--- src/rtl/debounce_scheduler.sv ---
`default_nettype none
// ============================================================================
// debounce_scheduler : shared-tick multi-channel push-button debouncer with
// clean levels and press/release pulses; long-press via DEBOUNCE_HOLD_EN.
// Revision: 1.0
// ============================================================================
module debounce_scheduler #(
    parameter int CHANNELS     = 4,
    parameter int TICK_DIV     = 100000,
    parameter int STABLE_TICKS = 20,
    parameter int HOLD_TICKS   = 50
) (
    input  logic                clk,
    input  logic                reset_n,
    input  logic                enable,
    input  logic [CHANNELS-1:0] btn_in,
    output logic [CHANNELS-1:0] btn_db,
    output logic [CHANNELS-1:0] rise_p,
    output logic [CHANNELS-1:0] fall_p,
`ifdef DEBOUNCE_HOLD_EN
    output logic [CHANNELS-1:0] hold_p,
`endif
    output logic                busy
);

    localparam int PW = ($clog2(TICK_DIV) > 1) ? $clog2(TICK_DIV) : 1;
    localparam int CW = ($clog2(STABLE_TICKS + 1) > 1) ? $clog2(STABLE_TICKS + 1) : 1;
    localparam logic [PW-1:0] PRE_LAST    = PW'(TICK_DIV - 1);
    localparam logic [CW-1:0] SETTLE_LAST = CW'(STABLE_TICKS - 1);

    typedef enum logic [1:0] {
        ST_ZERO  = 2'd0,
        ST_WAIT1 = 2'd1,
        ST_ONE   = 2'd2,
        ST_WAIT0 = 2'd3
    } state_t;

    logic [CHANNELS-1:0] sync1_q, sync1_d;
    logic [CHANNELS-1:0] sync2_q, sync2_d;
    logic [PW-1:0]       pre_cnt_q, pre_cnt_d;
    logic                tick;
    logic [CHANNELS-1:0] waiting;

    always_comb begin
        sync1_d = btn_in;
        sync2_d = sync1_q;
    end

    always_comb begin
        pre_cnt_d = pre_cnt_q;
        tick      = 1'b0;
        if (enable) begin
            if (pre_cnt_q == PRE_LAST) begin
                pre_cnt_d = '0;
                tick      = 1'b1;
            end else begin
                pre_cnt_d = pre_cnt_q + 1'b1;
            end
        end
    end

    always_ff @(posedge clk or negedge reset_n) begin
        if (!reset_n) begin
            sync1_q   <= '0;
            sync2_q   <= '0;
            pre_cnt_q <= '0;
        end else begin
            sync1_q   <= sync1_d;
            sync2_q   <= sync2_d;
            pre_cnt_q <= pre_cnt_d;
        end
    end

    for (genvar i = 0; i < CHANNELS; i++) begin : g_ch
        state_t        state_q, state_d;
        logic [CW-1:0] cnt_q, cnt_d;
        logic          db_q, db_d;
        logic          rise_q, rise_d;
        logic          fall_q, fall_d;

        // A bounce back to the current level outranks a tick in the same cycle.
        always_comb begin
            state_d = state_q;
            cnt_d   = cnt_q;
            rise_d  = 1'b0;
            fall_d  = 1'b0;
            case (state_q)
                ST_ZERO: begin
                    if (sync2_q[i]) begin
                        state_d = ST_WAIT1;
                        cnt_d   = '0;
                    end
                end
                ST_WAIT1: begin
                    if (!sync2_q[i]) begin
                        state_d = ST_ZERO;
                    end else if (tick) begin
                        if (cnt_q == SETTLE_LAST) begin
                            state_d = ST_ONE;
                            rise_d  = 1'b1;
                        end else begin
                            cnt_d = cnt_q + 1'b1;
                        end
                    end
                end
                ST_ONE: begin
                    if (!sync2_q[i]) begin
                        state_d = ST_WAIT0;
                        cnt_d   = '0;
                    end
                end
                ST_WAIT0: begin
                    if (sync2_q[i]) begin
                        state_d = ST_ONE;
                    end else if (tick) begin
                        if (cnt_q == SETTLE_LAST) begin
                            state_d = ST_ZERO;
                            fall_d  = 1'b1;
                        end else begin
                            cnt_d = cnt_q + 1'b1;
                        end
                    end
                end
                default: begin
                    state_d = ST_ZERO;
                    cnt_d   = '0;
                end
            endcase
            db_d = (state_d == ST_ONE) || (state_d == ST_WAIT0);
        end

        always_ff @(posedge clk or negedge reset_n) begin
            if (!reset_n) begin
                state_q <= ST_ZERO;
                cnt_q   <= '0;
                db_q    <= 1'b0;
                rise_q  <= 1'b0;
                fall_q  <= 1'b0;
            end else begin
                state_q <= state_d;
                cnt_q   <= cnt_d;
                db_q    <= db_d;
                rise_q  <= rise_d;
                fall_q  <= fall_d;
            end
        end

        assign btn_db[i]  = db_q;
        assign rise_p[i]  = rise_q;
        assign fall_p[i]  = fall_q;
        assign waiting[i] = (state_q == ST_WAIT1) || (state_q == ST_WAIT0);

`ifdef DEBOUNCE_HOLD_EN
        localparam int HW = ($clog2(HOLD_TICKS) > 1) ? $clog2(HOLD_TICKS) : 1;
        localparam logic [HW-1:0] HOLD_PRE = HW'((HOLD_TICKS > 1) ? HOLD_TICKS - 2 : 0);

        logic [HW-1:0] hold_cnt_q, hold_cnt_d;
        logic          hold_done_q, hold_done_d;
        logic          hold_q, hold_d;

        // Counter lives only while resting in ONE; done flag makes it one pulse per press.
        always_comb begin
            hold_cnt_d  = hold_cnt_q;
            hold_done_d = hold_done_q;
            hold_d      = 1'b0;
            if ((state_q != ST_ONE) || (state_d != ST_ONE)) begin
                hold_cnt_d  = '0;
                hold_done_d = 1'b0;
            end else if (tick && !hold_done_q) begin
                if ((HOLD_TICKS <= 1) || (hold_cnt_q == HOLD_PRE)) begin
                    hold_d      = 1'b1;
                    hold_done_d = 1'b1;
                end
                if (HOLD_TICKS > 1) begin
                    hold_cnt_d = hold_cnt_q + 1'b1;
                end
            end
        end

        always_ff @(posedge clk or negedge reset_n) begin
            if (!reset_n) begin
                hold_cnt_q  <= '0;
                hold_done_q <= 1'b0;
                hold_q      <= 1'b0;
            end else begin
                hold_cnt_q  <= hold_cnt_d;
                hold_done_q <= hold_done_d;
                hold_q      <= hold_d;
            end
        end

        assign hold_p[i] = hold_q;
`endif
    end

`ifndef DEBOUNCE_HOLD_EN
    logic hold_cfg_unused;
    assign hold_cfg_unused = |HOLD_TICKS;
`endif

    assign busy = |waiting;

endmodule
`default_nettype wire

--- config.mk ---
export PLATFORM = sky130hd
export DESIGN_NAME = debounce_scheduler
export DESIGN_NICKNAME = d
export VERILOG_FILES = /design/src/rtl/debounce_scheduler.sv
export SDC_FILE = /design/constraint.sdc
export NUM_CORES = 1
export LEC_CHECK = 0
export CAP_MARGIN = 20
export CORE_UTILIZATION = 45
export CTS_BUF_LIST = sky130_fd_sc_hd__clkbuf_4 sky130_fd_sc_hd__clkbuf_8
export DETAILED_ROUTE_END_ITERATION = 12
export SLEW_MARGIN = 5
export SYNTH_ARGS = -nofsm -noshare
export SYNTH_HDL_FRONTEND = slang
export SYNTH_SLANG_ARGS = --single-unit
--- constraint.sdc ---
create_clock -name clk -period 2.3 [get_ports clk]
set_input_delay 0.46 -clock clk [delete_from_list [all_inputs] [get_ports clk]]
set_output_delay 0.46 -clock clk [all_outputs]
set_load 0.01 [all_outputs]
==> summary.md <==
| Metric | Value |
|---|---|
| Status | completed |
| FP Rows | 30 |
| Total chip power | 2788 uW |
| Unrepaired setup endpoints after global routing | false |
| Worst-Skew Late Latency | ~0.34 ns |
| Xor/xnor cell area share of the yosys netlist | 0.04485 |
| Vias per inst | 5.703 |
| EDFF count, synth | 0 |
| Final wirelength | 7.023 mm |
| Area leader, netlist | dfrtp_1 |
| Final hold violation count | 0 |
| Post-synth ARST share | 1.000 |
| Arr. time, crit path | around 1.8 ns |
| Post-synthesis mux area share | 0.02299 |
| Post-route ant nets | 0 |
| Synthesized flop and latch total | 62 |
| Worst reg2reg path depth | 5 |
| TNS Setup | 0 ns |
| Slew HR | 0.6770 |
| Leak | ~0.0016 uW |
| GRT Total Usage | 0.2064 |
| Residual DRC | 0 |
| First-pass DRT Iterations | 4 |
| Sequential area share after synthesis | 0.4674 |
| Sink Count | a little over 60 |
| Largest family of logic cells by synthesized area | simple AND/OR/NAND/NOR gates |
| Setup Fix Bufs, Post-CTS | 0 |
| DR iter-0 viols | 117 |
| DP Cell Count | 432 |
| Initial antenna violation count | 0 |
| Final Max Tran Viols | 0 |
| Clock root buffer | clkbuf_8 |
| Final Critical Period | 2.214 ns |
| Clk buf depth | 2 |
| Critical path's slowest cell | or4_1 |
| Vias in the first global route | 2511 |
| Top cells by area, synth | dfrtp_1 47%, xnor2_1 4.0%, nand2_1 3.3% |
| Worst r2r src | g_ch[3].cnt_q[0]$_DFFE_PN0P_ |
| Via count | roughly 2600 |
| Max Clock Freq | 0.4516 GHz |
| Fin crit share | 0.9627 |
| Die area | 7724 um^2 |
| Max Cap Viol | 0 |
| R2r endpoint | g_ch[3].db_q$_DFF_PN0_ |
| Synth top area share | 0.4674 |
| Area grow syn2layout | 16.89% |
| Critical-path cell list | or4_1 -> clkdlybuf4s50_1 |
| TritonCTS clock tree | built |
| Delay of the slowest cell on the worst path | 0.53 ns |
| I/O pin total | 20 |
| Die width | 87.89 um |
| Main synth FF type | dfrtp_1 |
| Post-Syn Area | 3319 um^2 |
| Crit path to | busy |
| Routed WL per cell | between 15 and 20 um |
| Routability cong. | 0.8069 |
| Worst path required time | 1.84 ns |
| Global-route wire length before repair | around 12 mm |
| Setup WS pre-CTS | roughly 0.15 ns |
| Setup violators final | 0 |
| Synthesis warning total | 0 |
| Largest net degree at the start of global routing | 31 |
| Skew final | 0.01137 ns |
| Reg2reg setup slack | 0.22 ns |
| # port buffers | 19 |
| Die Y | a little under 90 um |
| VDD IR max | 0.4015 mV |
| Classification of the worst-slack hold path | input port to async pin |
| Mapped Cells | approximately 330 |
| Core area | 6944 um^2 |
| Compound-Gate Fraction of Synth Area | 0.1150 |
| Fin nets | 359 |
| Setup WS post-layout | roughly 0.086 ns |
| Setup CP Type | register to output port |
| Crit-path max FO | 3 |
| Pwr Density | 718.5 nW/um^2 |
| Share of post-route cells with drive strength above 1 | 0.1392 |
| Final hold slack | 0.07871 ns |
| Syn avg cell area | 10.21 um^2 |
| Synth cell types | 56 |
| Starting Density | 0.4780 |
| N_diodes | 0 |
| TritonCTS Buffers | 9 |
| Post-synthesis adder-cell area fraction | 0.01885 |
| Global route overflow | 0 |
| Clk pin slew, worst setup/hold paths | 0.07 ns |
| Post-route insts no fill | 448 |
| DP HPWL | 4.745 mm |
| Critical path origin | g_ch[3].state_q[0]$_DFF_PN0_ |
| Post-Syn Nets | 337 |
| Startpoint Class | register |
| Simple-gate portion of the synthesized area | 0.2684 |
| Crit. End Element | output port |
| H-tree depth reported by CTS | 3 |
| Worst-Margin Slew | 0.4780 ns |
-- metal layers --
layer	track usage	vias up	part of all wire	wire, um
li1	-	1252	-	-
met1	0.2685	1233	0.49	3441
met2	0.3270	52	0.45	3151
met3	0.05467	18	0.037	263
met4	0.08495	0	0.024	166
met5	0	-	0	0
-- per-stage QoR --
| stage | utilization | area (um^2) |
|---|---|---|
| 6_report | 0.5587 | 3880 |
| 5_1_grt | 0.5587 | 3880 |
| 4_1_cts | 0.5586 | 3879 |
| 3_5_place_dp | 0.5243 | 3641 |
| 3_3_place_gp | 0.5243 | 3641 |
| 2_1_floorplan | - | 3319 |
-- report_power, final --
| part | leakage [uW] | internal, uW | switching, uW |
|---|---|---|---|
| logic | 0.000696 | 154 | 202 |
| clock network | 0.000123 | 710 | 424 |
| registers | 0.000813 | 1180 | 119 |
| total | 0.00163 | 2040 | 746 |
-- cells by family after synthesis --
kind of cell    count (synthesis)
compound gates                 47
xor+xnor                       17
fa+ha+maj                       5
buf+inv                        40
flops                          62
mux                             7
simple gates                  147
-- cell type report --
type / count / area (um^2)
tap: 96 / 120.1
clock inverter: 3 / 65.06
inverter: 11 / 41.29
multi-input combinational: 223 / 1560
clock buffer: 13 / 172.7
sequential: 62 / 1553
fill: 605 / 3064
timing repair buffer: 40 / 367.9
-- cell usage in the layout, fill, tap and decap left out, drive strengths merged, types with 3 or more instances in the layout --
master / count
dfrtp: 62
nand2: 29
buf: 22
clkdlybuf4s50: 18
nand3: 17
nor2: 17
xnor2: 15
nand4: 14
clkbuf: 13
nor4: 12
o311ai: 11
inv: 11
nor3: 10
or3: 7
and3: 6
o311a: 6
nor3b: 5
mux2: 5
a21oi: 5
a221o: 5
nand2b: 5
ha: 5
nor4b: 5
and2: 4
o21ai: 4
o211ai: 4
nor4bb: 3
-- synthesized netlist by cell type (2+ instances only) --
library cell,n
or4_1,2
a41oi_1,2
nor2b_1,2
dfrtp_1,62
a21oi_1,5
o311a_1,6
o311ai_1,11
buf_4,12
a221o_1,5
nor3b_1,5
ha_1,5
nor4b_1,4
nand2_1,29
mux2i_1,2
clkbuf_1,12
nor4_2,2
or3_1,7
nor4bb_1,3
and3_1,6
buf_2,4
and2_1,4
xnor2_1,15
nor2_1,16
nand4_1,14
nor4_1,8
nand2b_1,5
nor3_1,8
mux2_1,5
nand3_1,17
nor3_2,2
and4_1,2
nor4_4,2
a211oi_1,2
o211ai_1,4
inv_1,10
xor2_1,2
o21ai_0,4
-- worst max-delay path, delay by kind of cell (launching register included) --
family	cells	cell delay (ns)
buf+inv	1	0.50
flops	1	0.40
simple gates	1	0.53
-- repair_timing --
| item | in CTS | in global routing |
|---|---|---|
| endpoints found under the setup margin | 0 | 1 |
| hold buffers | 0 | 0 |
| gates resized for setup | 0 | 1 |
-- how the worst min path moves through the flow --
stage | start | end | slack (ns) | cells after the start
global placement | sync1_q[1]$_DFF_PN0_ | sync2_q[1]$_DFF_PN0_ | 0.33 | 0
detailed placement | sync1_q[0]$_DFF_PN0_ | sync2_q[0]$_DFF_PN0_ | 0.34 | 0
global route | reset_n | g_ch[3].cnt_q[1]$_DFFE_PN0P_ | 0.1 | 1
CTS | reset_n | g_ch[3].cnt_q[1]$_DFFE_PN0P_ | 0.08 | 1
finish | reset_n | g_ch[1].rise_q$_DFF_PN0_ | 0.08 | 1
floorplan | reset_n | g_ch[0].cnt_q[0]$_DFFE_PN0P_ | 0.16 | 0
-- registers in the layout, indices dropped and copies added, names as in the netlist --
| register | count |
|---|---|
| g_ch.cnt_q | 20 |
| g_ch.db_q | 4 |
| g_ch.fall_q | 4 |
| pre_cnt_q | 17 |
| sync1_q | 4 |
| g_ch.state_q | 5 |
| g_ch.rise_q | 4 |
| sync2_q | 4 |
(Power assumes the default switching activity.)
